===== src/rtl/edge_event_arbiter.sv =====
// Synchronizes N_CH asynchronous lines and detects their edges. Each edge waits in a one-deep
// per-channel slot until a round-robin arbiter sends it out on a single valid/ready event port.
module edge_event_arbiter #(
    parameter int N_CH        = 4,
    parameter int SYNC_STAGES = 2,
    localparam int CH_W       = $clog2(N_CH)
) (
    input  logic            clk,
    input  logic            rst,
    input  logic [N_CH-1:0] in,
    input  logic [N_CH-1:0] rise_en,
    input  logic [N_CH-1:0] fall_en,
    output logic            evt_valid,
    input  logic            evt_ready,
    output logic [CH_W-1:0] evt_ch,
    output logic            evt_rising,
    output logic [N_CH-1:0] pending,
    output logic [N_CH-1:0] overflow,
    input  logic            clr_overflow
);

    logic [SYNC_STAGES-1:0][N_CH-1:0] sync_r;
    logic [N_CH-1:0] prev_r;
    logic [N_CH-1:0] slot_r;
    logic [N_CH-1:0] pol_r;
    logic [N_CH-1:0] ovf_r;
    logic [N_CH-1:0] slot_nxt_s;
    logic [N_CH-1:0] pol_nxt_s;
    logic [N_CH-1:0] ovf_set_s;
    logic [N_CH-1:0] s_s;
    logic [N_CH-1:0] rise_s;
    logic [N_CH-1:0] fall_s;
    logic [N_CH-1:0] edge_s;
    logic [N_CH-1:0] load_mask_s;
    logic            evt_valid_r;
    logic            evt_rising_r;
    logic [CH_W-1:0] evt_ch_r;
    logic [CH_W-1:0] ptr_r;
    logic [CH_W-1:0] win_idx_s;
    logic            win_found_s;
    logic            out_free_s;
    logic            load_s;

    function automatic logic [CH_W-1:0] rr_idx(input logic [CH_W-1:0] base, input int step);
        int sum;
        sum = int'(base) + step;
        return (sum >= N_CH) ? CH_W'(sum - N_CH) : CH_W'(sum);
    endfunction

    // Synchronizer chain plus a one-cycle-delayed copy of its last stage.
    always_ff @(posedge clk or negedge rst) begin
        if (!rst) begin
            sync_r <= '0;
            prev_r <= '0;
        end else begin
            sync_r <= {sync_r[SYNC_STAGES-2:0], in};
            prev_r <= sync_r[SYNC_STAGES-1];
        end
    end

    assign s_s    = sync_r[SYNC_STAGES-1];
    assign rise_s = s_s & ~prev_r & rise_en;
    assign fall_s = ~s_s & prev_r & fall_en;
    assign edge_s = rise_s | fall_s;

    // Round-robin pick: scan upward from the channel after the last winner.
    always_comb begin
        win_found_s = 1'b0;
        win_idx_s   = '0;
        for (int i = 1; i <= N_CH; i++) begin
            if (!win_found_s && slot_r[rr_idx(ptr_r, i)]) begin
                win_found_s = 1'b1;
                win_idx_s   = rr_idx(ptr_r, i);
            end else begin
                win_found_s = win_found_s;
            end
        end
    end

    assign out_free_s  = ~evt_valid_r | evt_ready;
    assign load_s      = out_free_s & win_found_s;
    assign load_mask_s = ({{(N_CH-1){1'b0}}, 1'b1} << win_idx_s) & {N_CH{load_s}};

    // Slot update: a slot that drains this cycle can take a new edge without losing it.
    always_comb begin
        slot_nxt_s = slot_r;
        pol_nxt_s  = pol_r;
        ovf_set_s  = '0;
        for (int c = 0; c < N_CH; c++) begin
            if (load_mask_s[c]) begin
                slot_nxt_s[c] = edge_s[c];
                pol_nxt_s[c]  = rise_s[c];
            end else if (edge_s[c] && !slot_r[c]) begin
                slot_nxt_s[c] = 1'b1;
                pol_nxt_s[c]  = rise_s[c];
            end else if (edge_s[c]) begin
                ovf_set_s[c] = 1'b1;
            end else begin
                ovf_set_s[c] = 1'b0;
            end
        end
    end

    // Slot, polarity and sticky overflow registers. A set wins over a clear in the same cycle.
    always_ff @(posedge clk or negedge rst) begin
        if (!rst) begin
            slot_r <= '0;
            pol_r  <= '0;
            ovf_r  <= '0;
        end else begin
            slot_r <= slot_nxt_s;
            pol_r  <= pol_nxt_s;
            ovf_r  <= (ovf_r & ~{N_CH{clr_overflow}}) | ovf_set_s;
        end
    end

    // Output register and round-robin pointer. A stalled event holds every field.
    always_ff @(posedge clk or negedge rst) begin
        if (!rst) begin
            evt_valid_r  <= 1'b0;
            evt_ch_r     <= '0;
            evt_rising_r <= 1'b0;
            ptr_r        <= CH_W'(N_CH - 1);
        end else if (load_s) begin
            evt_valid_r  <= 1'b1;
            evt_ch_r     <= win_idx_s;
            evt_rising_r <= pol_r[win_idx_s];
            ptr_r        <= win_idx_s;
        end else if (out_free_s) begin
            evt_valid_r  <= 1'b0;
        end
    end

    assign evt_valid  = evt_valid_r;
    assign evt_ch     = evt_ch_r;
    assign evt_rising = evt_rising_r;
    assign pending    = slot_r;
    assign overflow   = ovf_r;

endmodule


===== config.mk =====
export PLATFORM = sky130hd
export DESIGN_NAME = edge_event_arbiter
export DESIGN_NICKNAME = d
export VERILOG_FILES = /design/src/rtl/edge_event_arbiter.sv
export SDC_FILE = /design/constraint.sdc
export NUM_CORES = 1
export LEC_CHECK = 0
export CORE_UTILIZATION = 44
export CTS_CLUSTER_SIZE = 10
export DETAILED_ROUTE_END_ITERATION = 8
export PLACE_DENSITY = 0.74
export SYNTH_ARGS = -nofsm -noshare
export SYNTH_HDL_FRONTEND = slang
export SYNTH_SLANG_ARGS = --single-unit

===== constraint.sdc =====
create_clock -name clk -period 1.85 [get_ports clk]
set_input_delay 0.37 -clock clk [delete_from_list [all_inputs] [get_ports clk]]
set_output_delay 0.37 -clock clk [all_outputs]
set_load 0.03 [all_outputs]

* Yosys cells after proc, flatten, opt, wreduce, memory -nomap -nowiden
Cells that the tools add are included.
W data, S select, Z words.
** Cells by class
- Reduce and logical (&&, ||, !) cells :: 19
- Multiplexer cells :: 52
- Magnitude comparators :: 9
- Bitwise operators :: 14
- Shift-type cells :: 1
- Add/subtract/negate cells :: 8
** Operators by type and width (number)
- $mux W1 :: 39
- $and A4 B4 Y4 :: 6
- $mux W2 :: 8
- $lt A2 B3 Y1 const B :: 5
- $not A4 Y4 :: 3
- $bmux W1 S2 :: 5
- $reduce_bool A2 Y1 :: 5
- $ge A3 B3 Y1 const B :: 3
- $or A4 B4 Y4 :: 2
- $sub A2 B1 Y2 const B :: 4
- $logic_and A1 B1 Y1 :: 7
- $logic_not A1 Y1 :: 7
- $add A2 B2 Y3 const B :: 2
- $add A2 B3 Y4 const B :: 1
- $ge A4 B3 Y1 const B :: 1
- $shl A1 B2 Y4 const A :: 1
- $add A2 B1 Y3 const B :: 1
- $and A1 B1 Y1 :: 1
- $not A1 Y1 :: 1
- $or A1 B1 Y1 :: 1
** Storage, ports and cells
- Bits in registers :: 30
- Output and inout port bits :: 12
- Logic and storage cells :: 119

* Depth between registers and ports, before layout
Gate-level depths: netlist (run 1).
- Depth in word-level cells :: 19
- Mapped depth :: 5
- Mapped depth without buffers :: 5

* Worst setup path before layout (run 1)
OpenSTA, ideal clock, no wires.
- Kind :: reg2reg
- Start :: register slot_r[3] (netlist: pending[3])
- End :: register evt_rising_r (netlist: evt_rising)
- Required time :: 1.724 ns
- Path slack :: -0.187 ns
- Path buffers :: 0
- Stages on the path, launching flop included :: 6
- Arrival time :: 1.911 ns
- Path through :: dfrtp_1 -> and2b_2 -> o21a_4 -> nor3_4 -> mux2_4 -> a221o_1
** Between the ends
- Cells in the longest elaborated chain, start to end :: 14
- Elaborated cells between the ends (all ways) :: 25
- Classes of those cells :: 18 x mux; 1 x bitwise; 6 x reduce/logical
** Ends and longest elaborated chain
- start: declaration :: RTL line 24 : logic [N_CH-1:0] slot_r;
- start signal: assignment :: RTL line 111 : slot_r <= slot_nxt_s;
- $bmux W1 S2 :: RTL line 71 : if (!win_found_s && slot_r[rr_idx(ptr_r, i)]) begin
- $mux W1 (not written as such) :: RTL line 71
- $mux W1 :: RTL line 71
- $logic_not A1 Y1 :: RTL line 71
- $logic_and A1 B1 Y1 :: RTL line 71
- $mux W1 :: RTL line 71
- $logic_not A1 Y1 :: RTL line 71
- $logic_and A1 B1 Y1 :: RTL line 71
- $mux W1 :: RTL line 71
- $logic_not A1 Y1 :: RTL line 71
- $logic_and A1 B1 Y1 :: RTL line 71
- $mux W2 :: RTL line 71
- $bmux W1 S2 :: RTL line 127 : evt_rising_r <= pol_r[win_idx_s];
- $mux W1 (not written as such) :: RTL line 127
- end signal: assignment :: RTL line 127
- end: declaration :: RTL line 36 : logic evt_rising_r;
Parallel ways exist; a longest one is shown, timed or not. The select of a mux whose other input is x is not followed.
A chain may end at the register's enable or synchronous reset.

* Worst setup path after layout (run 1)
- Start :: register ptr_r[0]
- End :: register evt_rising_r (netlist: evt_rising)
** Between the ends
- Cells in the longest elaborated chain, start to end :: 17
- Elaborated cells between the ends (all ways) :: 41
- Classes of those cells :: 8 x add/sub; 4 x order compare; 22 x mux; 1 x bitwise; 6 x reduce/logical
** Ends and longest elaborated chain
- start: declaration :: RTL line 38 : logic [CH_W-1:0] ptr_r;
- start signal: assignment :: RTL line 123 : ptr_r <= CH_W'(N_CH - 1);
- start signal: assignment :: RTL line 128 : ptr_r <= win_idx_s;
- $add A2 B1 Y3 :: RTL line 46 : sum = int'(base) + step;
- $ge A3 B3 Y1 or $sub A2 B1 Y2 (tied branches) :: RTL line 47 : return (sum >= N_CH) ? CH_W'(sum - N_CH) : CH_W'(sum);
- $mux W2 :: RTL line 47
- $bmux W1 S2 :: RTL line 71
- $mux W1 (not written as such) :: RTL line 71
- $mux W1 :: RTL line 71
- $logic_not A1 Y1 :: RTL line 71
- $logic_and A1 B1 Y1 :: RTL line 71
- $mux W1 :: RTL line 71
- $logic_not A1 Y1 :: RTL line 71
- $logic_and A1 B1 Y1 :: RTL line 71
- $mux W1 :: RTL line 71
- $logic_not A1 Y1 :: RTL line 71
- $logic_and A1 B1 Y1 :: RTL line 71
- $mux W2 :: RTL line 71
- $bmux W1 S2 :: RTL line 127
- $mux W1 (not written as such) :: RTL line 127
Parallel ways exist; a longest one is shown, timed or not. The select of a mux whose other input is x is not followed.

==> summary.md, run 1 <==
| Metric | Value |
|---|---|
| EDFF count, synth | 0 |
| Count of unique library cells instantiated by Yosys | 29 |
| Diodes inserted | 0 |
| Residual DRC | 0 |
| Vias in the first global route | 886 |
| DR pass1 iterations | 4 |
| Hold Fails Final Rpt | 0 |
| WL per Instance | 13.3 um |
| Fin Clk Skew | 0.00240 ns |
| Maximum clock insertion buffer count | 2 |
| Post-route ant nets | 0 |
| WL final | 2.38 mm |
| Ports | 28 |
| Crit path capture type | flop |
| RSZ-0062 raised after global routing | yes |
| Global-route wire length before repair | 3.80 mm |
| Outcome | finished, violations left |
| Vias per Instance | 5.42 |
| Sequential fraction of the synthesis area | 0.608 |
| Area Growth Syn to Fin | 32.3% |
| Primary FF master, synth | dfrtp_1 |
| Max-cap violations | 0 |
| Clock transition at the registers of the reported paths | 0.09 ns |
| Synth Register Bits | 30 |
| Post-Syn Nets | 126 |
| Share of layout cells above drive strength 1 | 0.181 |
| Post-synthesis mux area share | 0.0121 |
| Post-synthesis async set-or-reset flop share | 1.00 |
| Layout net count | 164 |
| Worst path required time | 2.05 ns |
| Largest net degree at the start of global routing | 31 |
| Gate count after technology mapping | 110 |
| Hold_buf cts | 0 |
| Max FO, Critical Path | 3 |
| Full die area | 3030 um2 |
| Rows | 18 |
| Most frequent cells in the layout | 24 x dfrtp_1, 23 x clkdlybuf4s50_1, 13 x nand2_1 |
| Largest family of logic cells by synthesized area | compound AO/OA/AOI/OAI gates |
| Tightest Pin Transition | 0.444 ns |
| Fmax | 0.540 GHz |
| Final period utilization | 1.00 |
| Placed cell area | 1580 um2 |
| Synth Area in Compound Gates | 0.205 |
| Multi-input logic area | 458 um2 |
| Syn. warnings | 0 |
| Post-route cell area | 1640 um2 |
| Worst rel slew slack | 0.701 |
| Worst hold slack | 0.360 ns |
| FF/Latch Area | 758 um2 |
| Worst setup SP type | flop |
| Commonest non-fill, non-tap cell in the layout | dfrtp_1 |
| Die extent in x | 55.1 um |
| Synth Area in Simple Gates | 0.151 |
| CTS root buf | clkbuf_4 |
| Starting density of the core | 0.482 |
| Number of antenna violations at the first check in global routing | 0 |
| Area of the core | 2570 um2 |
| Crit-path max cell delay | 0.55 ns |
| Min Tclk post-route | 1.85 ns |
| CTS H-tree lvls | 2 |
| Worst-path cell chain | and2b_2 > o21a_4 > nor3_4 > mux2_4 > a221o_1 |
| Failing checks | negative setup slack |
| Postcts setup bufs | 0 |
| Dpl ws | -0.0797 ns |
| Setup Viol. Count Final | 1 |
| CTS tree | built |
| Clock sinks | 30 |
| Global route overflow | 0 |
| Clock Latency Late Sink | 0.31 ns |
| Slew Limit Fails | 0 |
| Max rail drop VDD | 0.838 mV |
| CP max stage cell | dfstp_2 |
| Setup CP Type | flop to flop |
| Die H | 55.1 um |
| CTS Buf Count | 5 |
| # port buffers | 27 |
| XOR/XNOR Fraction of Synth Area | 0 |
| Tot GR Track Use | 0.190 |
| Fill cell count | 211 |
| Routability cong. | 0.817 |
| Hold Path Class | flop to flop |
| Mapped cell area | 1240 um2 |
| Average cell area after synthesis | 11.3 um2 |
| Worst path arrival time | 2.05 ns |
| Pwr/cell area | 1590 nW/um2 |
| Total number of vias | 970 |
| Adder-cell share of the synthesized area | 0 |
| Final WS setup | -0.000275 ns |
| Hpwl dp | 1.82 mm |
| Leak Pwr | 0.000707 uW |
| Initial drt markers | 7 |
## routing by layer
metal / up-vias / track usage / part of all wire
met5: - / 0 / 0
li1: 469 / - / -
met3: 8 / 0.0656 / 0.062
met4: 0 / 0.133 / 0.024
met1: 457 / 0.208 / 0.41
met2: 36 / 0.305 / 0.51
## stage by stage
step           power [uW]  setup TNS, ns  cells  utilization
6_report             2600      -0.000275    179        0.638
5_1_grt              2770        -0.0344    179        0.638
3_5_place_dp         2250         -0.252    171        0.617
3_3_place_gp         2200              0    171        0.617
2_1_floorplan        1790              0    110            -
4_1_cts              2630              0    179        0.638
## path summary, 6_finish.rpt
| kind | endpoint | cells past startpoint | slack, ns | from |
|---|---|---|---|---|
| worst min register to register | s_s[0]$_DFF_PN0_ | 0 | 0.36 | sync_r[0]$_DFF_PN0_ |
| worst min-delay path | s_s[0]$_DFF_PN0_ | 0 | 0.36 | sync_r[0]$_DFF_PN0_ |
| max in group asynchronous | ptr_r[0]$_DFFE_PN1N_ | 2 | 1.11 | rst |
| worst max-delay path | evt_rising$_DFFE_PN0N_ | 5 | -0.0003 | ptr_r[0]$_DFFE_PN1N_ |
| worst max register to register | evt_rising$_DFFE_PN0N_ | 5 | -0.0003 | ptr_r[0]$_DFFE_PN1N_ |
| min in group asynchronous | pol_r[1]$_DFFE_PN0P_ | 2 | 0.43 | rst |
## cells in the mapped netlist, types with 3 or more instances
cell type	count	area share
nand3_1	3	0.012
nor2_1	10	0.030
o2bb2ai_1	4	0.028
nand2b_1	3	0.015
nand2_1	13	0.039
inv_1	8	0.024
a31oi_1	4	0.020
o22ai_1	4	0.020
o21ai_1	4	0.016
o21ai_0	7	0.028
dfrtp_1	28	0.57
## registers in the layout, indices dropped and copies added, names as in the netlist
signal      count
overflow        4
pending         4
pol_r           4
prev_r          4
s_s             4
sync_r          4
evt_ch          2
ptr_r           2
evt_rising      1
evt_valid       1
## layout make-up
class,instances,area share
Timing Repair Buffer,31,0.180
Inverter,8,0.0183
Clock buffer,7,0.0336
Tap cell,30,0.0229
Clock inverter,1,0.00305
Multi-Input combinational cell,72,0.279
Sequential cell,30,0.463
## repair_timing
item | 4_1_cts | 5_1_grt
setup endpoints to repair | 4 | 1
pin swaps | 0 | 0
resized for setup | 4 | 0
## worst max-delay path, delay by kind of cell, from the launching register on
kind / cells / cell delay, ns
simple gates: 2 / 0.37
flops: 1 / 0.55
mux: 1 / 0.32
compound gates: 2 / 0.49
## kinds of logic after synthesis
family	after synthesis
buffers and inverters	8
and+or+nand+nor	36
DFF	30
AOI/OAI and AO/OA	35
muxes	1
## power breakdown
| group | switching [uW] | internal (uW) |
|---|---|---|
| Sequential | 190 | 847 |
| Combinational | 659 | 512 |
| Clock | 209 | 184 |
| Total | 1060 | 1540 |
No activity file was read; power rests on OpenSTA's default activity.
==> inputs of run 2 (changes only) <==
--- a/config.mk
+++ b/config.mk
@@ -9,6 +9,8 @@
 export CTS_CLUSTER_SIZE = 10
 export DETAILED_ROUTE_END_ITERATION = 8
 export PLACE_DENSITY = 0.74
+export SKIP_LAST_GASP = 1
 export SYNTH_ARGS = -nofsm -noshare
 export SYNTH_HDL_FRONTEND = slang
 export SYNTH_SLANG_ARGS = --single-unit
+export TNS_END_PERCENT = 20
==> run 2 against run 1 <==
Net effect:
- power up 0.80%
- clock power about the same
- the run now ends clean
- die area did not move
- first-iteration DRC count rose by 29%
- sequential share of layout area fell by 0.18 points
- largest cell class unchanged
- final cell count did not move
- clock-buffer cell count stayed put
- via count shrank 0.41%
- wire length decreased by 0.29%
- critical endpoint unchanged
- cell area is 0.38% higher
- maximum frequency increased by 0.19%
==> summary.md, run 2 (same netlist as run 1, synthesis figures left out) <==
| Metric | Value |
|---|---|
| Area Growth Syn to Fin | 32.8% |
| Postcts setup bufs | 0 (unchanged) |
| Final WS setup | 0.00316 ns (+0.00344 ns) |
| Worst path required time | 2.06 ns (about the same) |
| Rows | 18 (unchanged) |
| Worst path arrival time | 2.05 ns (about the same) |
| Worst hold slack | 0.360 ns (unchanged) |
| Min Tclk post-route | 1.85 ns (-0.00344 ns) |
| CTS tree | built |
| Full die area | 3030 um2 (unchanged) |
| Number of antenna violations at the first check in global routing | 0 (unchanged) |
| WL per Instance | 13.2 um (-0.29%) |
| Ports | 28 (unchanged) |
| Slew Limit Fails | 0 (unchanged) |
| # port buffers | 27 (unchanged) |
| Die H | 55.1 um (unchanged) |
| Setup CP Type | flop to flop |
| Post-route ant nets | 0 (unchanged) |
| Layout net count | 164 (unchanged) |
| Hold Fails Final Rpt | 0 (unchanged) |
| DR pass1 iterations | 4 (unchanged) |
| Die extent in x | 55.1 um (unchanged) |
| Global route overflow | 0 (unchanged) |
| Clock Latency Late Sink | 0.32 ns (about the same) |
| Layout Utilization | 0.641 (+0.00244) |
| Max-cap violations | 0 (unchanged) |
| Leak Pwr | 0.000713 uW (+0.86%) |
| Clock sinks | 30 (unchanged) |
| CTS Buf Count | 5 (unchanged) |
| Most frequent cells in the layout | 25 x clkdlybuf4s50_1, 24 x dfrtp_1, 13 x nand2_1 |
| Vias per Instance | 5.40 (-0.41%) |
| Vias in the first global route | 886 (unchanged) |
| Maximum clock insertion buffer count | 2 (unchanged) |
| WL final | 2.37 mm (-0.29%) |
| Setup Viol. Count Final | 0 (-1) |
| Clock transition at the registers of the reported paths | 0.09 ns (about the same) |
| Fin Clk Skew | 0.00419 ns (+0.00179 ns) |
| Worst setup SP type | flop |
| Largest net degree at the start of global routing | 31 (unchanged) |
| Dpl ws | -0.0797 ns (unchanged) |
| Crit path capture type | flop |
| Tot GR Track Use | 0.190 (unchanged) |
| Reg2reg setup slack | 0.003 ns (about the same) |
| Final period utilization | 0.998 (-0.00186) |
| Starting density of the core | 0.482 (unchanged) |
| CTS root buf | clkbuf_4 |
| RSZ-0062 raised after global routing | yes |
| Hold Path Class | flop to flop |
| Max FO, Critical Path | 3 (unchanged) |
| Pwr/cell area | 1590 nW/um2 (+0.42%) |
| Routability cong. | 0.817 (unchanged) |
| Outcome | finished, final reports clean |
| Global-route wire length before repair | 3.80 mm (unchanged) |
| Max rail drop VDD | 0.852 mV (+1.6%) |
| Diodes inserted | 0 (unchanged) |
| Residual DRC | 0 (unchanged) |
| Area of the core | 2570 um2 (unchanged) |
| CTS H-tree lvls | 2 (unchanged) |
| Worst rel slew slack | 0.707 (+0.00650) |
| Total number of vias | 966 (-0.41%) |
| Tightest Pin Transition | 0.434 ns (-0.00964 ns) |
| Initial drt markers | 9 (+2) |
| Share of layout cells above drive strength 1 | 0.181 (unchanged) |
| Hpwl dp | 1.82 mm (unchanged) |
| Commonest non-fill, non-tap cell in the layout | clkdlybuf4s50_1 |
| Fmax | 0.541 GHz (+0.19%) |
==> run 2: cell count changes in the layout (fill, tap and decap cells not counted), sizes merged <==
| cell | before | now |
|---|---|---|
| dlygate4sd2 | 4 | 1 |
| dlymetal6s2s | 0 | 1 |
| clkdlybuf4s50 | 23 | 25 |
==> run 2: power by group <==
group | switching (uW) | internal, uW
combinational | 659 | 531
sequential | 190 | 847
clock | 211 | 184
==> run 2: what timing repair did <==
item | in CTS | in global routing
resized for setup | 1 | 1
hold buffers | 0 | 0
setup endpoints to repair | 4 | 4
==> run 2: layout make-up <==
cell class	count	area [um2]
clock buffer	7	55.1
clock inverter	1	5.00
fill	215	922
inverter	8	30.0
multi-input combinational	72	458
sequential	30	758
tap	30	37.5
timing repair buffer	31	302
==> run 2: worst paths after layout <==
kind                                      start                     end  cells past startpoint
max in group asynchronous                   rst    ptr_r[0]$_DFFE_PN1N_                      2
max                        ptr_r[0]$_DFFE_PN1N_  evt_rising$_DFFE_PN0N_                      5
min                         sync_r[0]$_DFF_PN0_        s_s[0]$_DFF_PN0_                      0
min reg2reg                 sync_r[0]$_DFF_PN0_        s_s[0]$_DFF_PN0_                      0
min in group asynchronous                   rst    pol_r[1]$_DFFE_PN0P_                      2
max reg2reg                ptr_r[0]$_DFFE_PN1N_  evt_rising$_DFFE_PN0N_                      5
==> run 2: routing by layer <==
metal | wire length (um) | share of wire | up-vias | track usage
met5 | 0 | 0 | - | 0
met4 | 59 | 0.025 | 0 | 0.133
met3 | 143 | 0.060 | 8 | 0.0656
met2 | 1190 | 0.50 | 34 | 0.305
met1 | 972 | 0.41 | 455 | 0.208
li1 | - | - | 469 | -
==> run 2: through the flow <==
stage                     std cells  TNS, ns  power (uW)  area [um2]
after global placement          171        0        2200        1580
after CTS                       179  -0.0413        2650        1640
after floorplan                 110        0        1790        1250
final                           179        0        2620        1650
after detailed placement        171   -0.252        2250        1580
after global routing            179   -0.151        2790        1650
==> run 2: worst max-delay path: stages, from the launching register on <==
cell	delay, ns
dfstp_2	0.55
and2b_2	0.23
o21a_4	0.20
nor3_4	0.14
mux2_4	0.32
a221o_1	0.29
